## src/rtl/hazard_stall_unit.sv

```systemverilog
// ID-stage interlock. Compares the ID instruction's sources (rs/rt, HI, LO)
// against pending writes in the N_STG later stages and holds IF/ID for as
// many cycles as the nearest producer needs. State updates on the falling
// edge so a stall raised mid-cycle already gates the following rising edge.
//
//   state    | meaning
//   ---------+------------------------------------------------------------
//   ST_RUN   | no stall; each falling edge evaluates the ID instruction
//   ST_STALL | stall held; stall_left counts down, inputs other than
//            | flush are ignored
module hazard_stall_unit #(
  parameter  int AW     = 5,
  parameter  int N_STG  = 2,
  parameter  int FWD_EN = 0,
  parameter  int PERF_W = 16,
  localparam int CW     = $clog2(N_STG + 1)
) (
  input  logic                clk,
  input  logic                rst,
  input  logic                id_valid,
  input  logic [AW-1:0]       id_rs,
  input  logic [AW-1:0]       id_rt,
  input  logic                id_rs_rd,
  input  logic                id_rt_rd,
  input  logic                id_hi_rd,
  input  logic                id_lo_rd,
  input  logic [N_STG*AW-1:0] stg_waddr,
  input  logic [N_STG-1:0]    stg_rf_we,
  input  logic [N_STG-1:0]    stg_hi_we,
  input  logic [N_STG-1:0]    stg_lo_we,
  input  logic [N_STG-1:0]    stg_is_load,
  input  logic                flush,
  output logic                stall,
  output logic [CW-1:0]       stall_left,
  output logic [PERF_W-1:0]   hazard_cnt
);

  localparam logic [0:0] ST_RUN   = 1'b0;
  localparam logic [0:0] ST_STALL = 1'b1;

  logic [0:0]        state_q, state_d;
  logic              stall_q, stall_d;
  logic [CW-1:0]     left_q, left_d;
  logic [PERF_W-1:0] cnt_q, cnt_d;

  logic [N_STG-1:0]  gpr_hit;
  logic [N_STG-1:0]  hilo_hit;
  logic [CW-1:0]     req_len;

  // Depending on FWD_EN some per-stage inputs are never consulted.
  logic unused_inputs;
  assign unused_inputs = ^{stg_is_load, stg_hi_we, stg_lo_we};

  // Per-stage source matches; writes to $0 never create a hazard.
  always_comb begin
    gpr_hit  = '0;
    hilo_hit = '0;
    for (int k = 0; k < N_STG; k++) begin
      gpr_hit[k] = stg_rf_we[k] &
                   ((id_rs_rd && (id_rs != '0) && (stg_waddr[k*AW +: AW] == id_rs)) ||
                    (id_rt_rd && (id_rt != '0) && (stg_waddr[k*AW +: AW] == id_rt)));
      hilo_hit[k] = (id_hi_rd & stg_hi_we[k]) | (id_lo_rd & stg_lo_we[k]);
    end
  end

  // Required stall length: nearest producer dominates, or load-use only
  // when results are forwarded (HI/LO is forwarded in that mode too).
  always_comb begin
    req_len = '0;
    if (FWD_EN != 0) begin
      if (gpr_hit[0] && stg_is_load[0]) req_len = CW'(1);
    end else begin
      for (int k = N_STG - 1; k >= 0; k--) begin
        if (gpr_hit[k] || hilo_hit[k]) req_len = CW'(N_STG - k);
      end
    end
  end

  // Next-state: flush wins, then detection in RUN, then countdown in STALL.
  always_comb begin
    state_d = state_q;
    stall_d = stall_q;
    left_d  = left_q;
    cnt_d   = cnt_q;
    if (flush) begin
      state_d = ST_RUN;
      stall_d = 1'b0;
      left_d  = '0;
    end else if (state_q == ST_RUN) begin
      if (id_valid && (req_len != '0)) begin
        state_d = ST_STALL;
        stall_d = 1'b1;
        left_d  = req_len - CW'(1);
        cnt_d   = cnt_q + PERF_W'(1);
      end
    end else if (left_q != '0) begin
      left_d = left_q - CW'(1);
    end else begin
      state_d = ST_RUN;
      stall_d = 1'b0;
    end
  end

  // State registers on the falling edge, async active-high reset.
  always_ff @(negedge clk or posedge rst) begin
    if (rst) begin
      state_q <= ST_RUN;
      stall_q <= 1'b0;
      left_q  <= '0;
      cnt_q   <= '0;
    end else begin
      state_q <= state_d;
      stall_q <= stall_d;
      left_q  <= left_d;
      cnt_q   <= cnt_d;
    end
  end

  assign stall      = stall_q;
  assign stall_left = left_q;
  assign hazard_cnt = cnt_q;

endmodule

```

## config.mk

```make
export PLATFORM = sky130hd
export DESIGN_NAME = hazard_stall_unit
export DESIGN_NICKNAME = d
export VERILOG_FILES = /design/src/rtl/hazard_stall_unit.sv
export SDC_FILE = /design/constraint.sdc
export NUM_CORES = 1
export LEC_CHECK = 0
export ABC_AREA = 1
export ABC_CLOCK_PERIOD_IN_PS = 2200
export BUFFER_PORTS_ARGS = -buffer_cell sky130_fd_sc_hd__buf_4
export CELL_PAD_IN_SITES_DETAIL_PLACEMENT = 0
export CELL_PAD_IN_SITES_GLOBAL_PLACEMENT = 2
export CORE_UTILIZATION = 27
export CTS_CLUSTER_DIAMETER = 40
export CTS_CLUSTER_SIZE = 14
export DETAILED_ROUTE_END_ITERATION = 8
export HOLD_SLACK_MARGIN = 0.05
export PLACE_DENSITY = 0.87
export SYNTH_ARGS = -nofsm -noshare
export SYNTH_HDL_FRONTEND = slang
export SYNTH_SLANG_ARGS = --single-unit
```

## constraint.sdc

```tcl
create_clock -name clk -period 2.2 [get_ports clk]
set_input_delay 0.11 -clock clk [delete_from_list [all_inputs] [get_ports clk]]
set_output_delay 0.11 -clock clk [all_outputs]
set_load 0.02 [all_outputs]
```

==> summary by stage, run 1 <==
Synthesis
By instance count, the leading cell after synthesis is nand2_1. dfrtn_1 takes more of the synthesized area than any other cell. The synthesized design contains 0 enable-type register cells. The share of the synthesized area in the top cell type is 0.3086.

The share of async-settable or async-resettable flops after synthesis is 1.000. Yosys printed 0 warnings. Of the synthesized area, sequential elements account for 0.3086. The count of mapped cells out of synthesis is 214. Ranked by instance count, the synthesized netlist is headed by nand2_1 (48), inv_1 (29), dfrtn_1 (20).

The most used flip-flop cell after synthesis is dfrtn_1. A synthesized cell averages 7.577 um^2. The mapped netlist covers between 0.0015 and 0.002 mm^2. The number of distinct library cells after synthesis is 29. The synthesized netlist net count is 251.

The count of state elements after synthesis is 20. After synthesis, the cell types taking the most area are dfrtn_1 (31%), nand2_1 (11%), xor2_1 (9.2%), inv_1 (6.7%), xnor2_1 (4.9%).

Finish
The repair_antennas step left the layout with diodes totalling 0. The post-synthesis to final-layout area growth is 46.91%. The number of nets at the end of the flow is 327.

The post-route standard cell area excluding fillers is about 0.0024 mm^2. Of the cells placed in the final design, the portion with a size suffix greater than 1 is 0.4187. The end-of-flow core utilization is 0.4223. Once layout is complete, the cells apart from fillers number 361.

Global routing
The number of antenna violations at the first check in global routing came to 0. The global-route wire length before repair is 7093 um. The pin count of the biggest net entering global routing is 21. Across every metal layer, demand over resource in global routing totals 0.1425.

The aggregate global routing overflow is 0. The via count of the first global-routing pass is around 1500.

Flow run
Max-cap violations in this run came to 0.

Clock tree
CTS built an H-tree with a depth of 1. Clock tree synthesis found a total of 20 sinks. For the worst-skew pair, the clock arrives at the later sink with an insertion delay of 270 ps. Counting along the longest clock path gives a buffer depth of 2. The number of hold buffers added after CTS is 0. The TritonCTS clock tree is done.

The master cell of the clock root buffer is clkbuf_8. The number of buffers created by CTS is 3. The clock-pin slew of the registers on the worst-case setup and hold paths is 50 ps.

Power
The internal portion of total power is 0.9668 mW. Of the total power, registers draw 0.347. The portion of total power attributed to combinational logic is 0.472. For this design the static power due to leakage is 1.178 nW. The clock power share is 0.182. Of the total power, the share spent switching nets is 0.3889. In this run the power density over the cells is 664.1 mW/mm^2. The net switching component of the power is around 0.62 mW. The worst ir drop on vdd is between 0.0003 and 0.0004 V.

Route
The residual DRC count is 0. The total met2 wirelength after detailed routing is 1977 um. Wire segments on met3 add up to roughly 130 um in the final route.

The final wirelength is 4135 um. The count of routing violations after the opening detailed-route iteration is 87. In the routed layout, each cell is associated on average with a via count of 4.263. In the final routed layout, each cell accounts on average for 11.45 um. The number of nets still failing antenna checks after routing is 0. The number of search-and-repair iterations in the first detailed-routing pass is 4. The detailed router put a total of 1999 um of wire on met1. The detailed router used layers up to and including met4. The number of vias after detailed routing is 1539.

Die
The number of top-level design ports is 55. The total number of placement rows is 27. The die outline height is 79.50 um.

The placeable core region is approximately 0.0056 mm^2. The starting density of the core is 0.2874. The area enclosed by the die boundary is 0.006319 mm^2. The width of the chip is around 80 um.

Timing
Across all setup checks in the final design, the least slack found is -144.1 ps. The final sum of negative setup slack is -2058 ps. For the pin with the worst max-slew slack, the measured transition is 314.3 ps. The final max-slew violation count is 0. Setup repair after global routing could not meet its margin everywhere. The final hold violation count is 0. The total setup violations reported at the end of the flow is 20. The final-layout worst hold slack is 446.4 ps.

The post-route clock skew is approximately 1.0 ps. In this run the tightest slew margin relative to its limit is 0.7894.

Setup path
Data on the critical path arrives at its endpoint at approximately 1400 ps. The sort of element at the end of the critical path is a flop. The worst setup path is of the in -> reg kind. The kind of launch point of the worst setup path is an input port. The critical path required time is 1220 ps. The maximum fanout encountered on the critical timing path is 20.

Placement
The post-detailed-placement cell area is 0.002247 mm^2. The number of I/O port buffers is 52. Routability-driven placement finished with a final weighted congestion of 0.7942. The instance count after placement with tap cells included is ~350. Detailed placement finished with a half-perimeter wire length of 3303 um.

Status
The final reports fail on setup timing. The run finished, with violations left.

Hold path
The tightest min-delay check is of the reg -> reg type.
==> registers in the layout (all words and copies together) (netlist names) <==
signal / flops
hazard_cnt: 16
stall_left: 2
stall: 1
state_q: 1
==> layout by cell type (no fill, tap or decap), types with 2 or more instances in the layout <==
cell type / Yosys / final
buf_4: 0 / 64
nand2_1: 48 / 46
inv_1: 29 / 27
dfrtn_1: 20 / 20
xor2_1: 17 / 17
nor2_1: 19 / 15
nand3_1: 14 / 14
nand2_2: 8 / 10
buf_6: 2 / 9
o21ai_2: 6 / 7
xnor2_1: 9 / 6
nand3_2: 6 / 6
nor3_1: 6 / 6
nand3b_1: 5 / 5
inv_2: 3 / 5
o21ai_1: 6 / 5
nor2_4: 1 / 4
clkbuf_8: 0 / 4
xnor2_2: 0 / 3
nand2_4: 2 / 2
o21ai_0: 2 / 2
==> critical path, stage by stage <==
cell and delay [ps]:
buf_4 130, nor2_2 90, nand3b_1 80, nand2_1 80, inv_1 50, nand3_1 100, nand2_1 70, nand2_2 70
nand2_2 50, inv_2 60, nand2_4 50, nand3_4 90, inv_8 80, buf_4 140, nand3b_1 70, nand2_1 50
==> routing by layer <==
layer,global-route usage,vias up
li1,-,821
met1,0.1915,691
met2,0.2376,23
met3,0.02629,4
met4,0.02545,0
met5,0,-
==> kinds of logic after synthesis <==
group	synth area share
AND/OR/NAND/NOR	0.3534
buffers and inverters	0.1042
XOR/XNOR	0.1404
flip-flops	0.3086
AO/OA/AOI/OAI	0.08566
adder cells (fa/ha/maj)	0.007715
==> metrics by stage <==
step	setup WS, ps	total power, mW
final	-144.1	1.582
after detailed placement	-488.1	1.265
after CTS	-140.8	1.569
after floorplan	-138.8	0.9705
after global placement	-479.8	1.260
after global routing	-246.5	1.698
==> what timing repair did <==
item | in CTS | in global routing
setup endpoints to repair | 20 | 22
gates resized for setup | 15 | 2
buffers inserted | 0 | 3
==> cell type report <==
cell class                      count  area [um^2]
Sequential cell                    20        500.5
Fill cell                         564         3259
Inverter                           33        131.4
Tap cell                           72        90.09
Multi-Input combinational cell    158         1008
Timing Repair Buffer               74        596.8
Clock buffer                        4        55.05
==> power groups by stage <==
stage / sequential (mW) / combinational, mW / clock [mW]
6_report: 0.548 / 0.746 / 0.288
5_1_grt: 0.566 / 0.818 / 0.315
4_1_cts: 0.554 / 0.720 / 0.296
3_5_place_dp: 0.559 / 0.706 / 0
3_3_place_gp: 0.558 / 0.702 / 0
2_1_floorplan: 0.647 / 0.324 / 0
==> path summary, 6_finish.rpt <==
check,endpoint,slack (ps),startpoint,depth (start not counted)
worst max-delay path,hazard_cnt[2],-140,id_rs[2],16
worst min-delay path,stall,450,stall,1
worst max register to register,hazard_cnt[11],350,hazard_cnt[0],10
worst min register to register,stall,450,stall,1
max in group asynchronous,hazard_cnt[14],1100,rst,3
min in group asynchronous,stall,850,rst,3
No activity file was read; power rests on OpenSTA's default activity.
==> inputs of run 2 (changes only) <==
--- a/config.mk
+++ b/config.mk
@@ -14,8 +14,10 @@
 export CTS_CLUSTER_DIAMETER = 40
 export CTS_CLUSTER_SIZE = 14
 export DETAILED_ROUTE_END_ITERATION = 8
+export GPL_ROUTABILITY_DRIVEN = 0
 export HOLD_SLACK_MARGIN = 0.05
 export PLACE_DENSITY = 0.87
+export REMOVE_ABC_BUFFERS = 1
 export SYNTH_ARGS = -nofsm -noshare
 export SYNTH_HDL_FRONTEND = slang
 export SYNTH_SLANG_ARGS = --single-unit
==> run 2 against run 1 <==
Compared with the run above: the flow still finishes with violations (setup timing); critical path depth stayed put; wire length is 4.2% lower; sequential share of layout area is 0.35 points lower; worst setup slack better by 14 ps; first-iteration DRC count is 54% lower; power is 4.5% higher; global-route usage is 1.1 points lower; design area is 1.7% higher; critical endpoint is now hazard_cnt[11]; largest cell class unchanged.
==> summary by stage, run 2 (synthesis gave the netlist of run 1 again) <==
Status
Outcome: complete, but fails checks (unchanged). Violations in the final reports: setup timing (unchanged).

Finish
The most common cell after layout, fill and taps aside is buf_4 (unchanged). The layout cell share with drive strength beyond 1 is 0.4401 (was 0.4187). Most frequent cells in the layout: buf_4 (57), nand2_1 (43), inv_1 (27) (was buf_4 (64), nand2_1 (46), inv_1 (27)). The area taken by flip-flops and latches is 500.5 um^2 (unchanged). The number of fillers in the final layout came to 599 (was 564). The end-of-flow core utilization was 0.4294 (was 0.4223).

The number of standard cells in the layout, taps in and fillers out is 356 (was 361). The post-route standard cell area excluding fillers is 0.002422 mm^2 (was 0.002382 mm^2). The multi-input combinational cell area was 0.001045 mm^2 (was 0.001008 mm^2). The post-synthesis to final-layout area growth came to 49.38% (was 46.91%). The flip-flop count of the largest register after layout is 16 (unchanged). The antenna diode count was 0 (unchanged). The number of nets at the end of the flow is 322 (was 327).

Route
The met1 wire length is 1834 um (was 1999 um). The residual DRC count is 0 (unchanged). The number of vias after detailed routing is 1509 (was 1539). The count of routing violations after the opening detailed-route iteration is 40 (was 87). The number of nets still failing antenna checks after routing was 0 (unchanged). The wire length on met3 is 115 um (was 126 um). The number of vias per cell after detailed routing is 4.239 (was 4.263). The final wirelength is 3961 um (was 4135 um). The wire length per cell after detailed routing is 11.13 um (was 11.45 um). The uppermost signal routing layer after detailed routing is met4 (unchanged).

The total met2 wirelength after detailed routing is 1991 um (was 1977 um). The number of search-and-repair iterations in the first detailed-routing pass is 4 (unchanged).

Global routing
The global routing usage summed across all routing layers was 0.1319 (was 0.1425). The global-route wire length before repair is 6596 um (was 7093 um). The pin count of the biggest net entering global routing is 21 (unchanged).

The aggregate global routing overflow is 0 (unchanged). The via count of the first global-routing pass was 1461 (was 1528). The number of antenna violations at the first check in global routing is 0 (unchanged).

Setup path
The arrival time reported for the critical path endpoint came to 1360 ps (was 1370 ps). Cell-by-cell trace of the critical path: buf_8 -> inv_2 -> nand2_2 -> nand2_1 -> nand2_1 -> nor2_1 -> nand3_1 -> nand2_1 -> nand2_2 -> nand2_2 -> inv_2 -> nand2_4 -> nand3_4 -> buf_6 -> o21ai_2 -> nand2_1 (was buf_4 -> nor2_2 -> nand3b_1 -> nand2_1 -> inv_1 -> nand3_1 -> nand2_1 -> nand2_2 -> nand2_2 -> inv_2 -> nand2_4 -> nand3_4 -> inv_8 -> buf_4 -> nand3b_1 -> nand2_1). The startpoint of the worst-slack reg-to-reg timing path is hazard_cnt[0] (unchanged). The cell with the largest stage delay on the worst path is buf_6 (was buf_4). The maximum fanout encountered on the critical timing path is 6 (was 20). The reg2reg setup slack came to 340 ps (was 350 ps). The critical path required time is 1230 ps (was 1220 ps). The category of the critical setup timing path was in -> reg (unchanged). The worst reg-to-reg path cell count is 9 (was 10). The most frequent cell on the critical path was nand2_1 (unchanged). The peak per-stage delay on the critical path came to 170 ps (was 140 ps). The capture instance of the worst register-to-register path was hazard_cnt[11] (unchanged). The sort of element at the end of the critical path is a flop (unchanged).

The kind of launch point of the worst setup path is an input port (unchanged).

Clock tree
The clock-pin slew of the registers on the worst-case setup and hold paths is 60 ps (was 50 ps). The number of buffers created by CTS came to 3 (unchanged). The master cell of the clock root buffer is clkbuf_8 (unchanged). The total number of H-tree levels is 1 (unchanged). The sink count of the clock tree is 20 (unchanged). The TritonCTS clock tree is done (unchanged). The worst-skew pair later-pin latency came to 280 ps (was 270 ps). The number of buffers between clock root and the deepest sink is 2 (unchanged).

Power
The net switching component of the power is 0.6117 mW (was 0.6153 mW). The worst ir drop on vdd is 0.0005759 V (was 0.0003091 V). The leakage power is 1.177 nW (was 1.178 nW). The clock power share is 0.227 (was 0.182).

The switching part of the total power is 0.3700 (was 0.3889). The share of total power in sequential cells is 0.338 (was 0.347). The internal portion of total power was 1.042 mW (was 0.9668 mW). The portion of total power attributed to combinational logic is 0.435 (was 0.472).

The power per unit of standard cell area is 682.6 mW/mm^2 (was 664.1 mW/mm^2).

Hold path
The number of stages on the worst hold path is 2 (was 1). The worst hold-check path type is reg -> reg (unchanged). The worst-case hold path end point is hazard_cnt[4] (was stall). The start point of the worst hold path is hazard_cnt[4] (was stall).

Flow run
The number of max-capacitance violations reported is 0 (unchanged).

Placement
The detailed-placement wirelength estimate came to 3149 um (was 3303 um). The post-detailed-placement cell area was 0.002165 mm^2 (was 0.002247 mm^2). The instance count after placement with tap cells included is 349 (was 354). The worst slack at placement was -511.7 ps (was -488.1 ps).

The number of I/O port buffers came to 52 (unchanged).

Die
The starting density of the core is 0.2874 (unchanged). The placeable core region was 0.005642 mm^2 (unchanged). The die outline height was 79.50 um (unchanged). The area enclosed by the die boundary is 0.006319 mm^2 (unchanged). The total number of placement rows was 27 (unchanged). The width of the chip is 79.50 um (unchanged). The number of top-level design ports is 55 (unchanged).

Timing
The total setup violations reported at the end of the flow is 19 (was 20). The tightest slew margin relative to the limit is 0.7369 (was 0.7894). The final hold violation count came to 0 (unchanged). The final max-slew violation count was 0 (unchanged). The post-route clock skew is 4.588 ps (was 1.039 ps). The final worst setup slack is -130.6 ps (was -144.1 ps). The transition time at the pin with the least slew margin is 390.6 ps (was 314.3 ps). Setup repair after global routing missed its margin: yes (unchanged).
run 2: cell count changes in the layout (fill, tap and decap cells not counted), moves of 3 or more:
cell     before  now
buf_4        64   57
buf_8         1    5
nand2_1      46   43
nand2_2      10   13
o21ai_1       5    1
o21ai_2       7   11
run 2: worst max path at each step:
stage	from	slack (ps)	endpoint
4_1_cts	id_rt[0]	-130	hazard_cnt[6]
3_3_place_gp	id_rt[0]	-490	hazard_cnt[8]
5_1_grt	stg_waddr[1]	-300	hazard_cnt[4]
3_5_place_dp	id_rt[0]	-510	hazard_cnt[4]
2_1_floorplan	id_rt[0]	-320	hazard_cnt[8]
6_report	stg_waddr[1]	-130	hazard_cnt[11]
run 2: cell type report:
| cell class | count | area share |
|---|---|---|
| clock buffers | 3 | 0.01705 |
| clock inverters | 1 | 0.01240 |
| inverters | 33 | 0.05527 |
| multi-input cells | 158 | 0.4313 |
| flip-flops and latches | 20 | 0.2066 |
| well taps | 72 | 0.03719 |
| repair buffers | 69 | 0.2402 |
run 2: what timing repair did:
action	in CTS	in global routing
endpoints found under the setup margin	20	21
hold buffers	0	0
setup buffers	0	3
pin swaps	9	6
gates resized for setup	28	15
endpoints found under the hold margin	0	0
run 2: worst max-delay path: cells and delay by family:
kind	cells	cell delay, ps
AND/OR/NAND/NOR	11	760
buffers and inverters	4	360
AO/OA/AOI/OAI	1	120
run 2: power groups by stage:
stage,Combinational [mW],Clock [mW],Sequential [mW]
detailed placement,0.677,0,0.558
finish,0.719,0.376,0.559
CTS,0.702,0.384,0.553
global route,0.791,0.394,0.573
global placement,0.672,0,0.558
floorplan,0.300,0,0.647
run 2: metal layers:
metal | global-route usage | vias to the layer above
met2 | 0.2359 | 21
met5 | 0 | -
li1 | - | 805
met4 | 0.01636 | 0
met3 | 0.02514 | 2
met1 | 0.1668 | 681
run 2: per-stage QoR:
step	setup TNS, ps	total power, mW	hold slack, ps
after global placement	-8408	1.230	448.0
after CTS	-1569	1.638	453.6
after floorplan	-3518	0.9466	514.4
final	-1469	1.653	452.5
after global routing	-4211	1.758	510.3
after detailed placement	-8656	1.236	451.9
==> inputs of run 3 (changes only) <==
--- a/config.mk
+++ b/config.mk
@@ -10,6 +10,7 @@
 export BUFFER_PORTS_ARGS = -buffer_cell sky130_fd_sc_hd__buf_4
 export CELL_PAD_IN_SITES_DETAIL_PLACEMENT = 0
 export CELL_PAD_IN_SITES_GLOBAL_PLACEMENT = 2
+export CORE_MARGIN = 5
 export CORE_UTILIZATION = 27
 export CTS_CLUSTER_DIAMETER = 40
 export CTS_CLUSTER_SIZE = 14
@@ -17,7 +18,6 @@
 export GPL_ROUTABILITY_DRIVEN = 0
 export HOLD_SLACK_MARGIN = 0.05
 export PLACE_DENSITY = 0.87
-export REMOVE_ABC_BUFFERS = 1
 export SYNTH_ARGS = -nofsm -noshare
 export SYNTH_HDL_FRONTEND = slang
 export SYNTH_SLANG_ARGS = --single-unit
==> run 3 against run 2 <==
Compared with the run above: the run still ends with setup timing left; worst setup slack hardly changed; combinational power increased by 3.3%; first-iteration DRC count increased by 100%; design area grew 2.2%; largest power group unchanged; highest routed layer unchanged.
==> summary by stage, run 3 (synthesis gave the netlist of run 1 again) <==
Status
Outcome: complete, but fails checks (unchanged). Violations in the final reports: setup timing (unchanged).

Power
The leakage power was 1.208 nW (was 1.177 nW). The power per unit of standard cell area is 676.5 mW/mm^2 (was 682.6 mW/mm^2). The overall power is 1.674 mW (was 1.653 mW). The worst ir drop on vdd is 0.0003258 V (was 0.0005759 V).

Global routing
The global-route layer with the greatest usage is met2 (unchanged). The global routing usage summed across all routing layers was 0.1174 (was 0.1319). The met2 global-route usage is 0.1973 (was 0.2359).

The met3 demand-to-capacity share in global routing was 0.02744 (was 0.02514). The aggregate global routing overflow is 0 (unchanged). The via count of the first global-routing pass was 1558 (was 1461). The pin count of the biggest net entering global routing is 21 (unchanged). The global-route wire length before repair is 7182 um (was 6596 um). The number of antenna violations at the first check in global routing is 0 (unchanged).

The global-route met1 utilization is 0.1515 (was 0.1668).

Setup path
The arrival time reported for the critical path endpoint is 1360 ps (about the same). The most frequent cell on the critical path is nand2_2 (was nand2_1). The peak per-stage delay on the critical path is 160 ps (was 170 ps). Cell-by-cell trace of the critical path: buf_8 -> nor2_4 -> nand3b_1 -> nand2_2 -> nor2_1 -> nand2_1 -> nand2_2 -> a21oi_4 -> nand2_4 -> nand3_4 -> clkinv_8 -> buf_4 -> nand2_2 -> o21ai_2 (was buf_8 -> inv_2 -> nand2_2 -> nand2_1 -> nand2_1 -> nor2_1 -> nand3_1 -> nand2_1 -> nand2_2 -> nand2_2 -> inv_2 -> nand2_4 -> nand3_4 -> buf_6 -> o21ai_2 -> nand2_1). The worst reg-to-reg path cell count came to 9 (unchanged).

The kind of launch point of the worst setup path is an input port (unchanged). The cell with the largest stage delay on the worst path is a21oi_4 (was buf_6). The category of the critical setup timing path is in -> reg (unchanged).

The cell family with the largest share of critical-path delay is simple AND/OR/NAND/NOR gates (unchanged). The maximum fanout encountered on the critical timing path came to 13 (was 6). The depth of the critical timing path with buffers and inverters included is 14 (was 16). The critical path required time was 1230 ps (about the same). The sort of element at the end of the critical path is a flop (unchanged). The number of buffer and inverter instances along the worst setup path is 3 (was 4).

Finish
The layout cell share with drive strength beyond 1 came to 0.4545 (was 0.4401). The end-of-flow core utilization is 0.4205 (was 0.4294). The antenna diode count is 0 (unchanged). The number of nets at the end of the flow is 324 (was 322). The post-synthesis to final-layout area growth is 52.62% (was 49.38%). The post-route standard cell area excluding fillers was 0.002475 mm^2 (was 0.002422 mm^2). The most common cell after layout, fill and taps aside is buf_4 (unchanged). Most frequent cells in the layout: buf_4 (57), nand2_1 (43), inv_1 (25) (was buf_4 (57), nand2_1 (43), inv_1 (27)). The flip-flop count of the largest register after layout is 16 (unchanged). The number of fillers in the final layout is 611 (was 599).

The multi-input combinational cell area was 0.001066 mm^2 (was 0.001045 mm^2). The area taken by flip-flops and latches came to 500.5 um^2 (unchanged).

Die
The width of the chip is 87.50 um (was 79.50 um). The die outline height is 87.50 um (was 79.50 um). The number of top-level design ports is 55 (unchanged).

The area enclosed by the die boundary is 0.007655 mm^2 (was 0.006319 mm^2). The total number of placement rows is 28 (was 27). The placeable core region is 0.005886 mm^2 (was 0.005642 mm^2).

The starting density of the core is 0.2755 (was 0.2874).

Clock tree
The worst-skew pair later-pin latency is 280 ps (about the same). The sink count of the clock tree is 20 (unchanged). The number of buffers between clock root and the deepest sink was 2 (unchanged). The number of buffers created by CTS is 3 (unchanged). The master cell of the clock root buffer was clkbuf_8 (unchanged).

The total number of H-tree levels came to 1 (unchanged). The clock-pin slew of the registers on the worst-case setup and hold paths is 60 ps (about the same). The TritonCTS clock tree is done (unchanged).

Timing
The total setup violations reported at the end of the flow is 19 (unchanged). The final max-slew violation count is 0 (unchanged). The tightest slew margin relative to the limit is 0.7245 (was 0.7369). The final worst setup slack was -130.4 ps (was -130.6 ps).

The final hold violation count is 0 (unchanged). The transition time at the pin with the least slew margin came to 409.0 ps (was 390.6 ps). Setup repair after global routing missed its margin: yes (unchanged). The post-route clock skew is 5.132 ps (was 4.588 ps).

Flow run
The number of max-capacitance violations reported is 0 (unchanged).

Route
The number of vias per cell after detailed routing was 4.291 (was 4.239). The final wirelength is 4328 um (was 3961 um). The number of search-and-repair iterations in the first detailed-routing pass is 4 (unchanged). The number of vias after detailed routing is 1549 (was 1509). The residual DRC count is 0 (unchanged). The count of routing violations after the opening detailed-route iteration is 80 (was 40). The wire length per cell after detailed routing is 11.99 um (was 11.13 um). The number of nets still failing antenna checks after routing was 0 (unchanged).

Hold path
The worst hold-check path type is reg -> reg (unchanged). The number of stages on the worst hold path is 1 (was 2).

Placement
The detailed-placement wirelength estimate is 3471 um (was 3149 um). The post-detailed-placement cell area came to 0.002261 mm^2 (was 0.002165 mm^2). The number of I/O port buffers was 52 (unchanged).
-- run 3: what timing repair did --
item                       4_1_cts  5_1_grt
gates resized for setup         21       15
setup buffers                    0        2
setup endpoints to repair       20       21
pin swaps                        3        6
hold buffers                     0        0
-- run 3: layer usage --
| metal | up-vias | share of wire |
|---|---|---|
| met4 | 0 | 0.0030 |
| met1 | 705 | 0.45 |
| met5 | - | 0 |
| li1 | 815 | - |
| met3 | 3 | 0.047 |
| met2 | 26 | 0.50 |
-- run 3: worst paths after layout --
check,startpoint,endpoint,slack [ps]
worst max-delay path,id_rs[0],hazard_cnt[10],-130
worst min-delay path,stall,stall,430
worst max register to register,hazard_cnt[2],hazard_cnt[11],340
worst min register to register,stall,stall,430
max in group asynchronous,rst,hazard_cnt[11],1100
min in group asynchronous,rst,stall_left[1],840
-- run 3: where the power goes --
group | switching [mW] | internal [mW]
logic | 0.409 | 0.334
clock network | 0.138 | 0.243
registers | 0.0864 | 0.463
total | 0.634 | 1.04
-- run 3: area by class of cell --
| cell class | count | share of cell area |
|---|---|---|
| Tap cell | 75 | 0.03792 |
| Inverter | 33 | 0.05511 |
| Multi-Input combinational cell | 158 | 0.4307 |
| Clock buffer | 3 | 0.01668 |
| Timing Repair Buffer | 71 | 0.2452 |
| Clock inverter | 1 | 0.01213 |
| Sequential cell | 20 | 0.2022 |
-- run 3: worst reg2reg max path, delay by kind of cell, from the launching register on --
kind            cells  cell delay (ps)
simple gates        5              840
buf+inv             3              260
compound gates      1              130
flops               1              490
-- run 3: through the flow --
| step | instances | setup TNS [ps] | hold WS, ps | setup WS (ps) |
|---|---|---|---|---|
| floorplan | 214 | -2322 | 513.6 | -138.8 |
| global placement | 355 | -8614 | 455.6 | -469.4 |
| detailed placement | 355 | -8774 | 429.4 | -470.7 |
| CTS | 359 | -1764 | 439.4 | -111.5 |
| global route | 361 | -4610 | 457.6 | -263.0 |
| finish | 361 | -2018 | 430.8 | -130.4 |
